==> src/rtl/clk_rst_pkg.sv <==
// Shared definitions for the reset sequencer and tick-enable dividers:
// sequencer state encoding, default sizes and a counter-width helper.
`timescale 1ns/1ps
package clk_rst_pkg;

   localparam int DEF_DIV_WIDTH   = 16;
   localparam int DEF_HOLD_CYCLES = 256;
   localparam int DEF_LOCK_FILTER = 16;

   typedef enum logic [1:0] {
      ST_WAIT_LOCK = 2'd0,
      ST_HOLD      = 2'd1,
      ST_RUN       = 2'd2
   } rst_state_t;

   // Bits needed for a counter that runs 0..count-1, never less than one bit.
   function automatic int counter_width(input int count);
      return (count < 2) ? 1 : $clog2(count);
   endfunction

endpackage

==> src/rtl/tick_div.sv <==
// One tick-enable channel: a shadow divisor register and a wrap counter that
// emits a registered one-cycle pulse every max(div,1) enabled cycles.
`timescale 1ns/1ps
module tick_div
   import clk_rst_pkg::*;
#(
   parameter int DIV_WIDTH = DEF_DIV_WIDTH
) (
   input  logic                 clock,
   input  logic                 reset_n,
   input  logic                 en,
   input  logic                 load,
   input  logic [DIV_WIDTH-1:0] div,
   output logic                 tick
);

   logic [DIV_WIDTH-1:0] shadow;
   logic [DIV_WIDTH-1:0] cnt;
   logic [DIV_WIDTH-1:0] term;

   // Divisors 0 and 1 both collapse to a terminal count of 0 (tick every cycle).
   always_comb begin
      term = '0;
      if (shadow != '0) begin
         term = shadow - DIV_WIDTH'(1);
      end
   end

   always_ff @(posedge clock) begin
      if (!reset_n) begin
         shadow <= DIV_WIDTH'(1);
         cnt    <= '0;
         tick   <= 1'b0;
      end else if (load) begin
         shadow <= div;
         cnt    <= '0;
         tick   <= 1'b0;
      end else if (en) begin
         if (cnt == term) begin
            cnt  <= '0;
            tick <= 1'b1;
         end else begin
            cnt  <= cnt + DIV_WIDTH'(1);
            tick <= 1'b0;
         end
      end else begin
         cnt  <= '0;
         tick <= 1'b0;
      end
   end

endmodule

==> src/rtl/reset_tick_gen.sv <==
// PLL-lock qualified reset sequencer with NUM_CH programmable tick-enable
// channels that only run while the SoC is out of reset.
`timescale 1ns/1ps
module reset_tick_gen
   import clk_rst_pkg::*;
#(
   parameter int NUM_CH      = 2,
   parameter int DIV_WIDTH   = DEF_DIV_WIDTH,
   parameter int HOLD_CYCLES = DEF_HOLD_CYCLES,
   parameter int LOCK_FILTER = DEF_LOCK_FILTER
) (
   input  logic                        clock,
   input  logic                        reset_n,
   input  logic                        pll_locked,
   input  logic [NUM_CH*DIV_WIDTH-1:0] div_i,
   input  logic                        div_load,
   output logic                        sys_reset,
   output logic [NUM_CH-1:0]           tick_o,
   output logic                        run
);

   localparam int FILT_W = counter_width(LOCK_FILTER);
   localparam int HOLD_W = counter_width(HOLD_CYCLES);
   localparam logic [FILT_W-1:0] FILT_LAST = FILT_W'(LOCK_FILTER - 1);
   localparam logic [HOLD_W-1:0] HOLD_LAST = HOLD_W'(HOLD_CYCLES - 1);

   logic              lock_meta;
   logic              lock_s;
   rst_state_t        state;
   logic [FILT_W-1:0] filt_cnt;
   logic [HOLD_W-1:0] hold_cnt;
   logic              ch_en;

   always_ff @(posedge clock) begin
      if (!reset_n) begin
         lock_meta <= 1'b0;
         lock_s    <= 1'b0;
      end else begin
         lock_meta <= pll_locked;
         lock_s    <= lock_meta;
      end
   end

   // sys_reset and run are updated on the same edge as the state they reflect.
   always_ff @(posedge clock) begin
      if (!reset_n) begin
         state     <= ST_WAIT_LOCK;
         filt_cnt  <= '0;
         hold_cnt  <= '0;
         sys_reset <= 1'b1;
         run       <= 1'b0;
      end else begin
         case (state)
            ST_WAIT_LOCK: begin
               if (!lock_s) begin
                  filt_cnt <= '0;
               end else if (filt_cnt == FILT_LAST) begin
                  filt_cnt <= '0;
                  hold_cnt <= '0;
                  state    <= ST_HOLD;
               end else begin
                  filt_cnt <= filt_cnt + FILT_W'(1);
               end
            end
            ST_HOLD: begin
               if (!lock_s) begin
                  filt_cnt <= '0;
                  hold_cnt <= '0;
                  state    <= ST_WAIT_LOCK;
               end else if (hold_cnt == HOLD_LAST) begin
                  hold_cnt  <= '0;
                  state     <= ST_RUN;
                  sys_reset <= 1'b0;
                  run       <= 1'b1;
               end else begin
                  hold_cnt <= hold_cnt + HOLD_W'(1);
               end
            end
            ST_RUN: begin
               if (!lock_s) begin
                  filt_cnt  <= '0;
                  state     <= ST_WAIT_LOCK;
                  sys_reset <= 1'b1;
                  run       <= 1'b0;
               end
            end
            default: begin
               filt_cnt  <= '0;
               hold_cnt  <= '0;
               state     <= ST_WAIT_LOCK;
               sys_reset <= 1'b1;
               run       <= 1'b0;
            end
         endcase
      end
   end

   // Gating with lock_s clears the counters on the very edge RUN is left,
   // so no tick can appear in the first cycle of reset.
   assign ch_en = run & lock_s;

   for (genvar k = 0; k < NUM_CH; k++) begin : g_ch
      tick_div #(
         .DIV_WIDTH(DIV_WIDTH)
      ) u_div (
         .clock   (clock),
         .reset_n (reset_n),
         .en      (ch_en),
         .load    (div_load),
         .div     (div_i[k*DIV_WIDTH +: DIV_WIDTH]),
         .tick    (tick_o[k])
      );
   end

endmodule

==> config.mk <==
export PLATFORM = sky130hd
export DESIGN_NAME = reset_tick_gen
export DESIGN_NICKNAME = d
export VERILOG_FILES = /design/src/rtl/clk_rst_pkg.sv /design/src/rtl/tick_div.sv /design/src/rtl/reset_tick_gen.sv
export SDC_FILE = /design/constraint.sdc
export NUM_CORES = 1
export LEC_CHECK = 0
export ABC_AREA = 1
export ABC_CLOCK_PERIOD_IN_PS = 2700
export CAP_MARGIN = 20
export CORE_UTILIZATION = 55
export CTS_CLUSTER_SIZE = 8
export DETAILED_ROUTE_END_ITERATION = 8
export PLACE_DENSITY = 0.76
export SYNTH_ARGS = -nofsm -noshare
export SYNTH_HDL_FRONTEND = slang
export SYNTH_SLANG_ARGS = --single-unit
==> constraint.sdc <==
create_clock -name clock -period 2.7 [get_ports clock]
set_input_delay 0.405 -clock clock [delete_from_list [all_inputs] [get_ports clock]]
set_output_delay 0.405 -clock clock [all_outputs]
set_load 0.02 [all_outputs]
== After elaboration in Yosys (flattened, before gate mapping) ==
Cells that the tools add are included.
W data, S select, Z words.

* Memory bits (writable): 0
* Logic and storage cells: 74
* Bits in latches: 0
* Output and inout port bits: 4
* Bits in registers: 84
* Bits of input ports: 36
* Memories: 0
* Bits in read-only memories: 0

* Divide/modulo/power cells: 0
* Reduce and logical (&&, ||, !) cells: 10
* Multiply operators: 0
* Magnitude comparators: 0
* Mux-type cells: 27
* Equal/unequal tests: 13
* Bitwise operators: 5
* $add $sub $neg: 6
* Shift-type cells: 0

{| class="wikitable"
|+ Operators with widths
! kind !! number
|-
| $add A16 B1 Y16 const B || 2
|-
| $eq A16 B16 Y1 || 2
|-
| $mux W16 || 2
|-
| $mux W8 || 4
|-
| $reduce_bool A16 Y1 || 2
|-
| $sub A16 B1 Y16 const B || 2
|-
| $pmux W8 S3 || 1
|-
| $mux W4 || 3
|-
| $ne A2 B2 Y1 const B || 6
|-
| $mux W2 || 5
|-
| $add A8 B1 Y8 const B || 1
|-
| $eq A8 B8 Y1 const B || 1
|-
| $mux W1 || 8
|-
| $pmux W4 S2 || 1
|-
| $reduce_and A4 Y1 || 2
|-
| $reduce_or A4 Y1 || 2
|-
| $pmux W1 S3 || 2
|-
| $pmux W2 S3 || 1
|-
| $add A4 B1 Y4 const B || 1
|-
| $eq A4 B4 Y1 const B || 1
|-
| $not A1 Y1 || 4
|-
| $ne A3 B3 Y1 const B || 1
|-
| $reduce_and A3 Y1 || 1
|-
| $reduce_or A3 Y1 || 1
|-
| 5 further kinds || 5
|}

== Depth between registers and ports, before layout ==
Gate-level depths: netlist of the first run.

* Depth in word-level cells: 4
* Mapped depth: 18
* Gate-level depth less buffers: 16

== Hierarchy ==
From an unflattened synthesis of the first run, not the netlist that was laid out.

* Cell total of the unflattened synthesis: 824
* Area total of the unflattened synthesis: 5246.3 um^2

{| class="wikitable"
|+ By module, submodules not included
! module !! sequential area each (um^2) !! cells an instance !! instances !! area each (um^2)
|-
| tick_div (g_ch[1].u_div) || 660.6 || 346 || 1 || 2145.8
|-
| tick_div (g_ch[0].u_div) || 660.6 || 336 || 1 || 2117.0
|-
| reset_tick_gen || 360.3 || 142 || 1 || 983.4
|}

== Least setup slack after synthesis of the first run ==
OpenSTA, ideal clock, no wires.

* Path type: flip-flop to flip-flop
* Start: register g_ch[1].u_div.shadow[0]
* End: register g_ch[1].u_div.cnt[8]
* Buffers on the path: 2
* Data arrival time: 1.823 ns
* Setup time: 0.117 ns
* Required time: 2.583 ns
* Cell stages (with the launch flop): 18
* Setup slack: 0.760 ns
* Period minus slack after synthesis: 1.940 ns
* Path through: dfxtp_1 -> inv_1 -> ha_1 -> nand2_2 -> nor2_1 -> nand2_2 -> buf_6 -> nand2_1 -> nand2_1 -> nand2_1 -> nand2_1 -> nor2_1 -> nand2_1 -> nor2_1 -> nand3_2 -> nand2_4 -> buf_12 -> nor2_2

* Cells in the longest elaborated chain, start to end: 4
* Elaborated cells between the ends (all ways): 5
* Those cells by class: add/sub: 1; eq/ne: 1; mux: 1; reduce/logical: 2

{| class="wikitable"
|+ Ends and longest elaborated chain
! element !! RTL line !! text
|-
| from (decl) || tick_div.sv:17 || <nowiki>logic [DIV_WIDTH-1:0] shadow;</nowiki>
|-
| from (signal assigned) || tick_div.sv:35 || <nowiki>shadow <= div;</nowiki>
|-
| $sub A16 B1 Y16 or $reduce_bool A16 Y1 (tied branches) || tick_div.sv:25, tick_div.sv:24 ||
|-
| $mux W16 * || tick_div.sv:24 || <nowiki>if (shadow != '0) begin</nowiki>
|-
| $eq A16 B16 Y1 * || tick_div.sv:39 || <nowiki>if (cnt == term) begin</nowiki>
|-
| $reduce_or A4 Y1 (no source line) * || - ||
|-
| to (signal assigned) || tick_div.sv:43 || <nowiki>cnt <= cnt + DIV_WIDTH'(1);</nowiki>
|-
| to (decl) || tick_div.sv:18 || <nowiki>logic [DIV_WIDTH-1:0] cnt;</nowiki>
|}

Mark *: on every way between the ends. The rest lies on a longest branch, timed or not.
A chain may end at the register's enable or synchronous reset.

== Final worst setup path of the first run ==
* Start: register g_ch[0].u_div.shadow[0]
* End: register g_ch[0].u_div.cnt[1]

* Cells in the longest elaborated chain, start to end: 4
* Elaborated cells between the ends (all ways): 5
* Those cells by class: add/sub: 1; eq/ne: 1; mux: 1; reduce/logical: 2

{| class="wikitable"
|+ Ends and longest elaborated chain
! element !! RTL line
|-
| from (decl) || tick_div.sv:17
|-
| from (signal assigned) || tick_div.sv:35
|-
| $sub A16 B1 Y16 or $reduce_bool A16 Y1 (tied branches) || tick_div.sv:25, tick_div.sv:24
|-
| $mux W16 * || tick_div.sv:24
|-
| $eq A16 B16 Y1 * || tick_div.sv:39
|-
| $reduce_or A4 Y1 (no source line) * || -
|-
| to (signal assigned) || tick_div.sv:43
|-
| to (decl) || tick_div.sv:18
|}

Marks and branches as above.

==> results.md, run 1 <==
* Setup TNS at 0 ns
* Count of TritonRoute iterations in the first routing pass at 5
* Fraction of final layout cells sized beyond drive strength 1 at 0.07865
* GR met2 Demand/Resource at 0.4034
* Delay of the slowest cell on the worst path at 0.38 ns
* Capturing element type of the critical path: register
* GRT met1 Usage at 0.3195
* Leftover overflow at the end of global routing at 0
* Fin crit period at 2.363 ns
* Sum of buffers and inverters on the critical path at 2
* Period Utilization, post-route at 0.8751
* Portion of netlist area occupied by mux cells at 0
* Chip width at 97.37 um
* Initial cell density of the core at 0.5708
* Synthesized-area fraction occupied by ao, oa, aoi and oai cells at 0.09455
* Cell with the largest stage delay on the worst path: nand2_2
* Chain of cells forming the critical path: inv_1 > ha_1 > nand2_1 > nor2_1 > nand2_2 > nand3_1 > nand2_1 > nand2_1 > inv_1 > nand3_1 > nor2_1 > nand3_2 > nand2_4 > nor2_1
* Vertical die dimension at 97.37 um
* Postcts setup bufs at 0
* Power per Cell Area at 452.7 nW/um2
* Number of antenna violations at the first check in global routing at 0
* Most numerous cell in the Yosys netlist: nand2_1
* Post-synthesis average cell area at 6.556 um2
* Placer congestion estimate at 0.9155
* Dominant cells by area after synthesis: dfxtp_1 34%, nand2_1 12%, inv_1 8.3%, nand3_1 7.2%, nor2_1 6.7%
* Instance area after placement at 5423 um2
* Total number of vias at 4822
* Fraction of synthesized cell area taken by the top area cell type at 0.3362
* Starting DRT DRC Count at 250
* Clock buffers created by TritonCTS at 9
* Floorplan core area at 8763 um2
* Quantity of I/O buffers inserted on ports at 39
* Met3 demand-to-capacity share in global routing at 0.05612
* Dominant combinational cell family by area after synthesis: simple AND/OR/NAND/NOR gates
* Fraction of registers with async set/reset at 0
* Number of enable-type register cells in the synthesized netlist at 0
* Final worst slack at 0.3372 ns
* Clock edge transition at the registers on the reported setup and hold paths at 0.09 ns
* Worst Setup Start Kind: register
* Seq cells post-synth at 84
* Detailed placer's ending HPWL at 8466 um
* Clock latency of the later-clocked register in the worst-skew pair at 0.35 ns
* Dominant delay contributor by cell family on the critical path: simple AND/OR/NAND/NOR gates
* Via count of the first global-routing pass at 4466
* Simple-Gate Fraction of Synth Area at 0.3737
* Fin. max-slew vios at 0
* Slew @ Worst Pin at 0.4937 ns
* Highest clock frequency the design can meet at 423.2 MHz
* I/O pin total at 40
* Primary flip-flop cell chosen by synthesis mapping: dfxtp_1
* Commonest cells in the synthesized netlist: 165 x nand2_1, 110 x inv_1, 89 x nor2_1
* Overall power consumption at 2.538 mW
* Top fanout value on the critical path at 31
* Number of endpoints with negative hold slack in the final report at 0
* Category of the critical setup timing path: register to register
* Synthesized-area fraction occupied by adder cells at 0.02251
* Remaining DRCs at 0
* Critical path data arrival time at 2.61 ns
* NumNets Final at 841
* Critical Path RT at 2.95 ns
* Clock Tree Buf Depth at 2
* Outcome: finished, final reports clean
* Syn. warnings at 0
* P_leak at 2.386 nW
* Num rows at 34
* Synthesized instance count at 763
* Clock tree root driver cell: clkbuf_8
* Worst clock skew at 0.008725 ns
* Total number of H-tree levels at 3
* Number of different library cells in the post-synthesis netlist at 31
* Post-synthesis share of cell area spent on xor and xnor gates at 0.06128
* Global-route total usage across every layer at 0.2457
* Wirelength per Cell at 12.27 um
* Post-detailed-routing wire length at 11150 um
* Peak supply drop at 0.2599 mV
* Class of the worst hold path: register to register
* Antenna-violating nets left at 0
* Antenna Diode Count at 0
* TritonCTS clock tree: built
* Max-cap check violation count at 0
* Synthesized cell area at 5002 um2
* Sequential element share of the synthesized area at 0.3362
* Syn_nets at 808
* Endpoints failing setup at 0
* Slew headroom at 0.6697
* Area growth from synthesis to layout at 12.08%
* Final std cell area, no fill at 5607 um2
* Pre-CTS setup slack at 0.3155 ns
* Number of sinks on the clock net at 84
* First-pass GRT wire length at 19350 um
* Most used routing layer: met2
* Cell Count, Final, Fillers Out at 909
* Die Outline Area at 9481 um2
* Via-to-Cell Ratio at 5.305
* Setup repair after global routing missed its margin: no
* Top cell type by total area after synthesis: dfxtp_1
* Number of cells after detailed placement at 893
* Maximum number of pins on one net before global-route repair at 41
==> tightest hold or removal path, cell delays in order (launching register included) <==
cell     delay, ns
dfxtp_1       0.31
nand2_1       0.06
inv_1         0.04
==> power by group <==
| part | switching [mW] | total, mW | internal (mW) |
|---|---|---|---|
| registers | 0.0349 | 1.31 | 1.27 |
| logic | 0.242 | 0.402 | 0.160 |
| clock network | 0.466 | 0.828 | 0.361 |
==> layout by cell type, fill, tap and decap left out, types with 4 or more instances in the layout <==
master	instances
o21ai_0	46
clkdlybuf4s50_1	39
nand4_1	31
buf_4	5
clkbuf_8	10
xor2_1	30
xnor2_1	5
inv_1	110
ha_1	9
dfxtp_1	84
nor3_1	6
a21oi_1	41
nand2_1	165
nor2_2	28
nand3_2	4
nor2_1	89
nand3_1	72
==> cell families after synthesis <==
| logic type | count (synthesis) |
|---|---|
| AO/OA/AOI/OAI | 92 |
| XOR/XNOR | 35 |
| adder cells (fa/ha/maj) | 9 |
| buffers and inverters | 133 |
| flip-flops | 84 |
| AND/OR/NAND/NOR | 410 |
==> metal layers <==
| layer | wire length, um | up-vias | part of all wire |
|---|---|---|---|
| met2 | 4946 | 163 | 0.44 |
| met4 | 179 | 0 | 0.016 |
| li1 | - | 2495 | - |
| met3 | 773 | 20 | 0.069 |
| met5 | 0 | - | 0 |
| met1 | 5249 | 2144 | 0.47 |
==> final timing paths <==
kind / from / endpoint / slack [ns] / depth (start not counted)
max reg2reg: g_ch[0].u_div.shadow[0]$_SDFFE_PN1P_ / g_ch[0].u_div.cnt[1]$_SDFF_PP0_ / 0.34 / 14
min reg2reg: lock_meta$_SDFF_PN0_ / lock_s$_SDFF_PN0_ / 0.44 / 2
min: lock_meta$_SDFF_PN0_ / lock_s$_SDFF_PN0_ / 0.44 / 2
max: g_ch[0].u_div.shadow[0]$_SDFFE_PN1P_ / g_ch[0].u_div.cnt[1]$_SDFF_PP0_ / 0.34 / 14
==> per-stage QoR <==
step | hold WS [ns] | utilization
finish | 0.4408 | 0.6398
global route | 0.4688 | 0.6398
detailed placement | 0.4255 | 0.6188
global placement | 0.4088 | 0.6188
floorplan | 0.3905 | -
CTS | 0.4445 | 0.6392
==> sequential cells by signal, summed over array words and instances, names as in the netlist <==
name,flops
g_ch.u_div.tick,2
g_ch.u_div.shadow,32
sys_reset,1
filt_cnt,4
run,1
lock_s,1
lock_meta,1
g_ch.u_div.cnt,32
state,2
hold_cnt,8
==> layout make-up <==
type | instances | area [um2]
fill | 810 | 3157
sequential | 84 | 1682
clock inverter | 5 | 37.54
multi-input combinational | 546 | 2766
timing repair buffer | 44 | 427.9
clock buffer | 11 | 141.4
inverter | 111 | 416.7
tap | 108 | 135.1
==> repair_timing <==
| action | in CTS | in global routing |
|---|---|---|
| endpoints found under the setup margin | 0 | 16 |
| resized for setup | 0 | 1 |
| hold buffers | 0 | 0 |
| endpoints found under the hold margin | 0 | 0 |
Power figures use the tool's default switching activity.
==> run 2: changes to the inputs <==
--- a/config.mk
+++ b/config.mk
@@ -8,10 +8,10 @@
 export ABC_AREA = 1
 export ABC_CLOCK_PERIOD_IN_PS = 2700
 export CAP_MARGIN = 20
-export CORE_UTILIZATION = 55
+export CORE_UTILIZATION = 25
 export CTS_CLUSTER_SIZE = 8
 export DETAILED_ROUTE_END_ITERATION = 8
-export PLACE_DENSITY = 0.76
 export SYNTH_ARGS = -nofsm -noshare
 export SYNTH_HDL_FRONTEND = slang
 export SYNTH_SLANG_ARGS = --single-unit
+export TNS_END_PERCENT = 10
==> run 2 against run 1 <==
Compared with the run above:
- maximum frequency up 0.34%
- power grew 21%
- critical path depth grew 1
- via count fell by 3.1%
- worst hold slack got worse by 0.027 ns
- combinational power increased by 1%
- clock power is 63% higher
- die area is 120% higher
- largest power group is now clock
==> results.md, run 2 (synthesis gave the netlist of run 1 again) <==
* Highest clock frequency the design can meet at 424.7 MHz
* Total number of H-tree levels at 3
* Highest-count cells in the layout ignoring fill and taps: 165 x nand2_1, 110 x inv_1, 89 x nor2_1, 84 x dfxtp_1, 72 x nand3_1
* Maximum number of pins on one net before global-route repair at 57
* Clock buffers created by TritonCTS at 9
* Final std cell area, no fill at 5947 um2
* Initial cell density of the core at 0.2562
* Global-route total usage across every layer at 0.1274
* Class of the worst hold path: register to register
* Origin of the worst setup path: g_ch[1].u_div.shadow[0]$_SDFFE_PN1P_
* Area growth from synthesis to layout at 18.88%
* Period Utilization, post-route at 0.8722
* Crit-path most repeated cell: nand2_1
* Crit Reg-Reg Endpoint: g_ch[1].u_div.cnt[1]$_SDFF_PP0_
* Clock latency of the later-clocked register in the worst-skew pair at 0.35 ns
* TritonCTS clock tree: built
* Number of gates resized after cts at 0
* FF-to-FF path depth at 15
* Leftover overflow at the end of global routing at 0
* Worst Hold Path EP: lock_s$_SDFF_PN0_
* Critical path data arrival time at 2.59 ns
* Endpoints failing setup at 0
* Max-cap check violation count at 0
* Fraction of final layout cells sized beyond drive strength 1 at 0.07865
* Postcts setup bufs at 0
* Category of the critical setup timing path: register to register
* Antenna-violating nets left at 0
* First-pass GRT wire length at 20480 um
* Min-Delay Path Depth at 2
* Setup TNS at 0 ns
* NetSw at 815.6 uW
* P_leak at 2.463 nW
* Commonest non-fill, non-tap cell in the layout: nand2_1
* Register share of total power at 0.428
* Outcome: finished, final reports clean
* Number of sinks on the clock net at 84
* Final hold slack at 0.4142 ns
* Setup repair after global routing missed its margin: no
* Clock edge transition at the registers on the reported setup and hold paths at 0.06 ns
* NumNets Final at 841
* Via count of the first global-routing pass at 4223
* Num rows at 51
* Die Outline Area at 20580 um2
* Top fanout value on the critical path at 29
* Clock Tree Buf Depth at 2
* Critical Path RT at 2.93 ns
* Remaining DRCs at 0
* Delay of the slowest cell on the worst path at 0.30 ns
* Clock tree root driver cell: clkbuf_16
* Worst clock skew at 0.007339 ns
* CTS hold repair buffers at 0
* Floorplan core area at 19530 um2
* Startpoint of the tightest hold check path: lock_meta$_SDFF_PN0_
* Slew headroom at 0.6283
* Via-to-Cell Ratio at 4.383
* Total number of vias at 4672
* Antenna Diode Count at 0
* I/O pin total at 40
* Biggest regs: g_ch.u_div.cnt: 32 flops, g_ch.u_div.shadow: 32 flops, hold_cnt: 8 flops
* Relative contribution of the clock network to total power at 0.439
* Number of endpoints with negative hold slack in the final report at 0
* Worst r2r src: g_ch[1].u_div.shadow[0]$_SDFFE_PN1P_
* Quantity of I/O buffers inserted on ports at 39
* Dominant delay contributor by cell family on the critical path: simple AND/OR/NAND/NOR gates
* Worst Setup Start Kind: register
* Cell with the largest stage delay on the worst path: dfxtp_1
* Detailed placer's ending HPWL at 9307 um
* Sum of buffers and inverters on the critical path at 1
* Vertical die dimension at 143.5 um
* Share of total power consumed by net switching at 0.2664
* Capturing element type of the critical path: register
* Fraction of power consumed by combinational cells at 0.133
* Fin crit period at 2.355 ns
* Register-to-Register Setup Slack at 0.35 ns
* Wirelength per Cell at 11.60 um
* Number of antenna violations at the first check in global routing at 0
* Chain of cells forming the critical path: inv_1 > ha_1 > nand2_2 > nor2_1 > nand2_4 > nand2_1 > nand2_1 > nand2_1 > nand2_1 > nor2_1 > nand2_1 > nor2_1 > nand3_2 > nand2_4 > nor2_1
* Count of TritonRoute iterations in the first routing pass at 5
* Peak supply drop at 0.3931 mV
* Post-detailed-routing wire length at 12360 um
* Placer congestion estimate at 0.8592
* Internal cell power at 2.246 mW
* Chip width at 143.5 um
* Starting DRT DRC Count at 326
* Instance area after placement at 5619 um2
* Power per Cell Area at 514.8 nW/um2
* Fin. max-slew vios at 0
* Slew @ Worst Pin at 0.5576 ns
-- run 2: cell count changes in the layout (fill, tap and decap cells not counted), sizes merged --
cell,change
bufinv,+2
clkinv,-1
clkbuf,-1
-- run 2: how the worst max path moves through the flow --
stage	to	slack, ns	cells after the start
3_5_place_dp	g_ch[1].u_div.cnt[1]$_SDFF_PP0_	0.24	15
3_3_place_gp	g_ch[1].u_div.cnt[0]$_SDFF_PP0_	0.29	15
5_1_grt	g_ch[1].u_div.cnt[1]$_SDFF_PP0_	0.04	15
2_1_floorplan	g_ch[1].u_div.cnt[8]$_SDFF_PP0_	0.76	17
6_report	g_ch[1].u_div.cnt[1]$_SDFF_PP0_	0.35	15
4_1_cts	g_ch[1].u_div.cnt[1]$_SDFF_PP0_	0.22	15
-- run 2: power groups by stage --
stage | logic [mW] | registers [mW] | clock network (mW)
after detailed placement | 0.400 | 1.34 | 0
after global routing | 0.466 | 1.31 | 1.43
after floorplan | 0.278 | 1.33 | 0
after global placement | 0.399 | 1.34 | 0
final | 0.406 | 1.31 | 1.35
after CTS | 0.404 | 1.31 | 1.38
-- run 2: metal layers --
layer  share of wire  wire length, um  up-vias  global-route usage
li1                -                -     2495                   -
met5               0                0        -                   0
met4           0.011              131        0             0.03359
met1            0.52             6389     2070              0.1805
met2            0.42             5156       97              0.1896
met3           0.055              683       10             0.03199
-- run 2: layout make-up --
type,count,area (um2)
sequential,84,1682
multi-input combinational,546,2771
timing repair buffer,44,427.9
fill,2200,13580
inverter,111,416.7
clock buffer,10,229.0
tap,265,331.6
clock inverter,6,88.84
-- run 2: tightest hold or removal path, stage by stage, from the launching register on --
cell	delay, ns
dfxtp_1	0.30
nand2_1	0.05
inv_1	0.04
-- run 2: through the flow --
stage          utilization  power [mW]  setup slack [ns]  std cells
6_report            0.3046       3.061            0.3452       1066
5_1_grt             0.3046       3.208           0.04488       1066
4_1_cts             0.3041       3.098            0.2219       1066
3_5_place_dp        0.2878       1.737            0.2431       1050
3_3_place_gp        0.2878       1.735            0.2921       1050
2_1_floorplan            -       1.603            0.7601        763
==> run 3: changes to the inputs <==
--- a/config.mk
+++ b/config.mk
@@ -11,6 +11,7 @@
 export CORE_UTILIZATION = 25
 export CTS_CLUSTER_SIZE = 8
 export DETAILED_ROUTE_END_ITERATION = 8
+export GPL_TIMING_DRIVEN = 0
 export SYNTH_ARGS = -nofsm -noshare
 export SYNTH_HDL_FRONTEND = slang
 export SYNTH_SLANG_ARGS = --single-unit
==> run 3 against run 2 <==
Compared with the run above:
- critical path depth decreased by 1
- routed wire length grew 7.0%
- global-route usage up 0.59 points
- largest cell class unchanged
==> results.md, run 3 (synthesis gave the netlist of run 1 again) <==
* Min-Delay Path Depth at 2
* Fraction of final layout cells sized beyond drive strength 1 at 0.08323
* Global-route total usage across every layer at 0.1333
* Detailed placer's ending HPWL at 10210 um
* Critical Path RT at 2.94 ns
* Sum of buffers and inverters on the critical path at 2
* Slew @ Worst Pin at 0.6102 ns
* Num rows at 51
* Relative contribution of the clock network to total power at 0.460
* Worst r2r src: g_ch[0].u_div.shadow[0]$_SDFFE_PN1P_
* Postcts setup bufs at 0
* Highest clock frequency the design can meet at 422.5 MHz
* NetSw at 821.5 uW
* Worst Hold Path EP: lock_s$_SDFF_PN0_
* Biggest regs: g_ch.u_div.cnt: 32 flops, g_ch.u_div.shadow: 32 flops, hold_cnt: 8 flops
* Maximum number of pins on one net before global-route repair at 15
* Number of sinks on the clock net at 84
* Number of endpoints with negative hold slack in the final report at 0
* Area growth from synthesis to layout at 21.24%
* Critical path data arrival time at 2.61 ns
* I/O pin total at 40
* Clock buffers created by TritonCTS at 9
* Max-cap check violation count at 0
* Worst Setup Start Kind: register
* Via count of the first global-routing pass at 4314
* Wirelength per Cell at 12.22 um
* Highest-count cells in the layout ignoring fill and taps: 165 x nand2_1, 110 x inv_1, 89 x nor2_1, 84 x dfxtp_1, 72 x nand3_1
* Dominant delay contributor by cell family on the critical path: simple AND/OR/NAND/NOR gates
* Top fanout value on the critical path at 10
* Register-to-Register Setup Slack at 0.33 ns
* Placer congestion estimate at 0.8599
* Setup TNS at 0 ns
* Chain of cells forming the critical path: inv_1 > ha_1 > nand2_1 > nor2_1 > nand2_1 > o21ai_0 > nand3_1 > nand2_1 > nand3_1 > nor2_1 > nand3_2 > nand2_4 > buf_6 > nor2_2
* Post-detailed-routing wire length at 13220 um
* Worst clock skew at 0.01177 ns
* Register share of total power at 0.410
* FF-to-FF path depth at 14
* Clock tree root driver cell: clkbuf_16
* Total number of H-tree levels at 3
* Delay of the slowest cell on the worst path at 0.30 ns
* Internal cell power at 2.369 mW
* Quantity of I/O buffers inserted on ports at 38
* Share of total power consumed by net switching at 0.2575
* Number of gates resized after cts at 0
* Count of TritonRoute iterations in the first routing pass at 5
* Total number of vias at 4793
* Antenna-violating nets left at 0
* TritonCTS clock tree: built
* Antenna Diode Count at 0
* Crit Reg-Reg Endpoint: g_ch[0].u_div.cnt[5]$_SDFF_PP0_
* Category of the critical setup timing path: register to register
* Outcome: finished, final reports clean
* Endpoints failing setup at 0
* Startpoint of the tightest hold check path: lock_meta$_SDFF_PN0_
* Fraction of power consumed by combinational cells at 0.130
* Capturing element type of the critical path: register
* Fin crit period at 2.367 ns
* Post-Route Utilization at 0.3106
* Clock edge transition at the registers on the reported setup and hold paths at 0.07 ns
* Peak supply drop at 0.3465 mV
* Remaining DRCs at 0
* Number of antenna violations at the first check in global routing at 0
* Chip width at 143.5 um
* Starting DRT DRC Count at 347
* Clock Tree Buf Depth at 2
* Vertical die dimension at 143.5 um
* Period Utilization, post-route at 0.8767
* Die Outline Area at 20580 um2
* CTS hold repair buffers at 0
* Floorplan core area at 19530 um2
* NumNets Final at 857
* Fin. max-slew vios at 0
* Crit-path most repeated cell: nand2_1
* Power per Cell Area at 526.1 nW/um2
* Leftover overflow at the end of global routing at 0
* Slew headroom at 0.5932
* Setup repair after global routing missed its margin: no
* Commonest non-fill, non-tap cell in the layout: nand2_1
* P_leak at 2.497 nW
* Class of the worst hold path: register to register
* Via-to-Cell Ratio at 4.430
* Clock latency of the later-clocked register in the worst-skew pair at 0.35 ns
* Initial cell density of the core at 0.2562
* First-pass GRT wire length at 21200 um
* Cell with the largest stage delay on the worst path: dfxtp_1
## run 3: how the worst max path moves through the flow
stage,startpoint,to,depth (start not counted)
after floorplan,g_ch[1].u_div.shadow[0]$_SDFFE_PN1P_,g_ch[1].u_div.cnt[8]$_SDFF_PP0_,17
after global placement,g_ch[0].u_div.shadow[0]$_SDFFE_PN1P_,g_ch[0].u_div.cnt[5]$_SDFF_PP0_,15
after global routing,g_ch[0].u_div.shadow[0]$_SDFFE_PN1P_,g_ch[0].u_div.cnt[14]$_SDFF_PP0_,14
after detailed placement,g_ch[0].u_div.shadow[0]$_SDFFE_PN1P_,g_ch[0].u_div.cnt[13]$_SDFF_PP0_,14
final,g_ch[0].u_div.shadow[0]$_SDFFE_PN1P_,g_ch[0].u_div.cnt[5]$_SDFF_PP0_,14
after CTS,g_ch[0].u_div.shadow[0]$_SDFFE_PN1P_,g_ch[0].u_div.cnt[5]$_SDFF_PP0_,14
## run 3: final cells by class
| cell class | instances | area [um2] |
|---|---|---|
| buffer | 22 | 142.6 |
| sequential | 84 | 1682 |
| tap | 265 | 331.6 |
| inverter | 111 | 416.7 |
| clock inverter | 5 | 107.6 |
| timing repair buffer | 38 | 380.4 |
| clock buffer | 11 | 242.7 |
| fill | 2190 | 13460 |
| multi-input combinational | 546 | 2761 |
## run 3: metal layers
metal,track usage,vias to the layer above,part of all wire
met5,0,-,0
met4,0.05375,0,0.019
met3,0.02266,14,0.054
met2,0.1863,112,0.39
met1,0.1986,2142,0.53
li1,-,2525,-
## run 3: worst min-delay path: stages (launching register included)
cell	delay (ns)
dfxtp_1	0.31
nand2_1	0.05
inv_1	0.04
## run 3: power groups by stage
| stage | combinational, mW | sequential [mW] | clock, mW |
|---|---|---|---|
| after floorplan | 0.278 | 1.33 | 0 |
| after global placement | 0.406 | 1.34 | 0 |
| after detailed placement | 0.407 | 1.34 | 0 |
| after CTS | 0.411 | 1.31 | 1.50 |
| after global routing | 0.471 | 1.31 | 1.55 |
| final | 0.415 | 1.31 | 1.47 |
## run 3: per-stage QoR
stage	instances	power (mW)	hold slack (ns)	setup WS (ns)	cell area (um2)
final	1082	3.191	0.4220	0.3330	6065
after global routing	1082	3.335	0.4357	0.04708	6065
after floorplan	763	1.603	0.3905	0.7601	5002
after detailed placement	1066	1.743	0.4049	0.3674	5714
after CTS	1082	3.216	0.4200	0.3532	6065
after global placement	1066	1.741	0.3920	0.3951	5714
==> RTL change (settings of run 3) <==
Re-encode `rst_state_t` (3 states) as one-hot, 3 bits wide.
--- a/src/rtl/clk_rst_pkg.sv
+++ b/src/rtl/clk_rst_pkg.sv
@@ -8,8 +8,8 @@
    localparam int DEF_LOCK_FILTER = 16;
 
-   typedef enum logic [1:0] {
-      ST_WAIT_LOCK = 2'd0,
-      ST_HOLD      = 2'd1,
-      ST_RUN       = 2'd2
+   typedef enum logic [2:0] {
+      ST_WAIT_LOCK = 3'b001,
+      ST_HOLD      = 3'b010,
+      ST_RUN       = 3'b100
    } rst_state_t;
 
Function: same outputs for any inputs over 10 cycles, from zero or initial values and one cycle with reset_n low; not proved beyond that.
==> RTL change against run 3 <==
  * Cell area fell by 1.5%
  * Sequential cell count rose by 1
  * Area after synthesis fell by 1.3%
  * Setup slack improved by 30 ps
  * Wire length fell by 6.0%
  * Total power fell by 1.1%
  * Worst hold slack got worse by 9.1 ps
  * Fmax rose by 1.3%
  * Highest routed layer unchanged
  * Sequential share of layout area rose by 0.77 points
==> RTL change: results (changes against run 3) <==
stage	metric	value	unit	change
finish	drive_above_1_share	8.16	%	was 8.32%
route	wl_per_cell	11.6	µm	was 12.2 µm
clock_tree	post_cts_resized	0		unchanged
worst_setup_path	crit_slowest_cell	dfxtp_1		unchanged
global_routing	grtUsageMet1	18.2	%	was 19.9%
placement	io_buffers	38		unchanged
synth	yosysUniqueCellTypes	32		was 31
synth	yosysMostFrequentCell	nand2_1		unchanged
global_routing	grt_usage	13.3	%	about the same
synth	async_flop_share	0	%	unchanged
global_routing	grt.met2_usage	20.6	%	was 18.6%
clock_tree	path_clk_slew	70	ps	about the same
global_routing	grt_pass1_vias	4371		was 4314
clock_tree	clk_latency	360	ps	
finish	top_regs	g_ch.u_div.cnt x32, g_ch.u_div.shadow x32, hold_cnt x8		unchanged
placement	hpwl	9670	µm	was 10200 µm
global_routing	grt_pass1_wl	21100	µm	was 21200 µm
worst_setup_path	cp_max_fo	10		unchanged
power_and_ir_drop	peakVddDrop	0.292	mV	was 0.347 mV
clock_tree	clk_path_buf_depth	2		unchanged
power_and_ir_drop	leakage	2.36	nW	was 2.50 nW
sta	clock_skew	10.6	ps	was 11.8 ps
finish	syn_to_final_growth	21.0	%	was 21.2%
synth	synth_warnings	0		unchanged
sta	tightest_slew	587	ps	was 610 ps
route	drc	0		unchanged
clock_tree	root_buffer	clkbuf_16		unchanged
global_routing	met3_usage	2.86	%	was 2.27%
clock_tree	cts_setup_buffers	0		unchanged
finish	layout.nets	846		was 857
route	finalWirelength	12400	µm	was 13200 µm
synth	ys.flop_type	dfxtp_1		unchanged
route	dr.pass1.iters	4		was 5
synth	synth_area_leaders	dfxtp_1 34%, nand2_1 12%, inv_1 7.8%		was dfxtp_1 34%, nand2_1 12%, inv_1 8.3%
route	vias_per_cell	4.37		was 4.43
finish	n_antenna_cell	0		unchanged
synth	syn-num-nets	797		was 808
clock_tree	htree_levels	3		unchanged
worst_setup_path	worstPathArrival	2590	ps	was 2610 ps
placement	routabilityCongestion	0.859		was 0.860
worst_setup_path	cpPeakStageDelay	300	ps	about the same
synth	ys_top_cells_by_count	163 x nand2_1, 103 x inv_1, 101 x nor2_1, 85 x dfxtp_1, 76 x nand3_1		was 165 x nand2_1, 110 x inv_1, 89 x nor2_1, 84 x dfxtp_1, 72 x nand3_1
placement	place_inst	1058		was 1066
placement	place_area	0.00565	mm²	was 0.00571 mm²
worst_hold_path	hold_path.class	reg -> reg		unchanged
synth	ys_seq_area_share	34.5	%	was 33.6%
global_routing	grt_max_degree	16		was 15
placement	dp_slack	333	ps	was 367 ps
synth	postSynthAreaPerCell	6.54	µm²	was 6.56 µm²
clock_tree	numCtsBuffers	9		unchanged
run_status	status	complete, no violations		unchanged
finish	fill_cells	2147		was 2190
global_routing	antenna_found_initial	0		unchanged
route	first_iter_violations	282		was 347
## RTL change: worst max-delay path: cells and delay by family, from the launching register on
family	cells	cell delay, ps
AND/OR/NAND/NOR	11	1160
buffers and inverters	3	520
flip-flops	1	300
adder cells (fa/ha/maj)	1	260
## RTL change: cell families (layout without fill, tap and decap cells)
logic type	Yosys count	count (layout)	synth area share [%]
adders and majority gates	6	6	1.52
and+or+nand+nor	421	421	38.4
AOI/OAI and AO/OA	84	84	8.74
buffers and inverters	125	179	10.8
DFF	85	85	34.5
xor gates and xnor gates	34	34	6.03
## RTL change: report_power, final
part | internal, W | switching, W | leakage, nW
registers | 0.00130 | 0.0000402 | 0.694
logic | 0.000169 | 0.000265 | 1.51
clock network | 0.000821 | 0.000563 | 0.159
## RTL change: layout make-up
type	instances	area share [%]
Multi-Input combinational cell	545	45.3
Sequential cell	85	28.5
Inverter	104	6.54
Timing Repair Buffer	38	6.37
Tap cell	265	5.55
Clock buffer	10	3.83
Buffer	21	2.39
Clock inverter	6	1.57
## RTL change: worst paths after layout
path / start / end / slack (ps) / cells after the start
max reg2reg: g_ch[1].u_div.shadow[0]$_SDFFE_PN1P_ / g_ch[1].u_div.cnt[3]$_SDFF_PP0_ / 360 / 15
min reg2reg: lock_meta$_SDFF_PN0_ / lock_s$_SDFF_PN0_ / 410 / 2
min: lock_meta$_SDFF_PN0_ / lock_s$_SDFF_PN0_ / 410 / 2
max: g_ch[1].u_div.shadow[0]$_SDFFE_PN1P_ / g_ch[1].u_div.cnt[3]$_SDFF_PP0_ / 360 / 15
## RTL change: per-layer routing
layer	up-vias	share of wire, %	wire length, µm
li1	2500	-	-
met1	2111	52	6460
met2	69	43	5290
met3	11	4.1	513
met4	0	1.3	161
met5	-	0	0
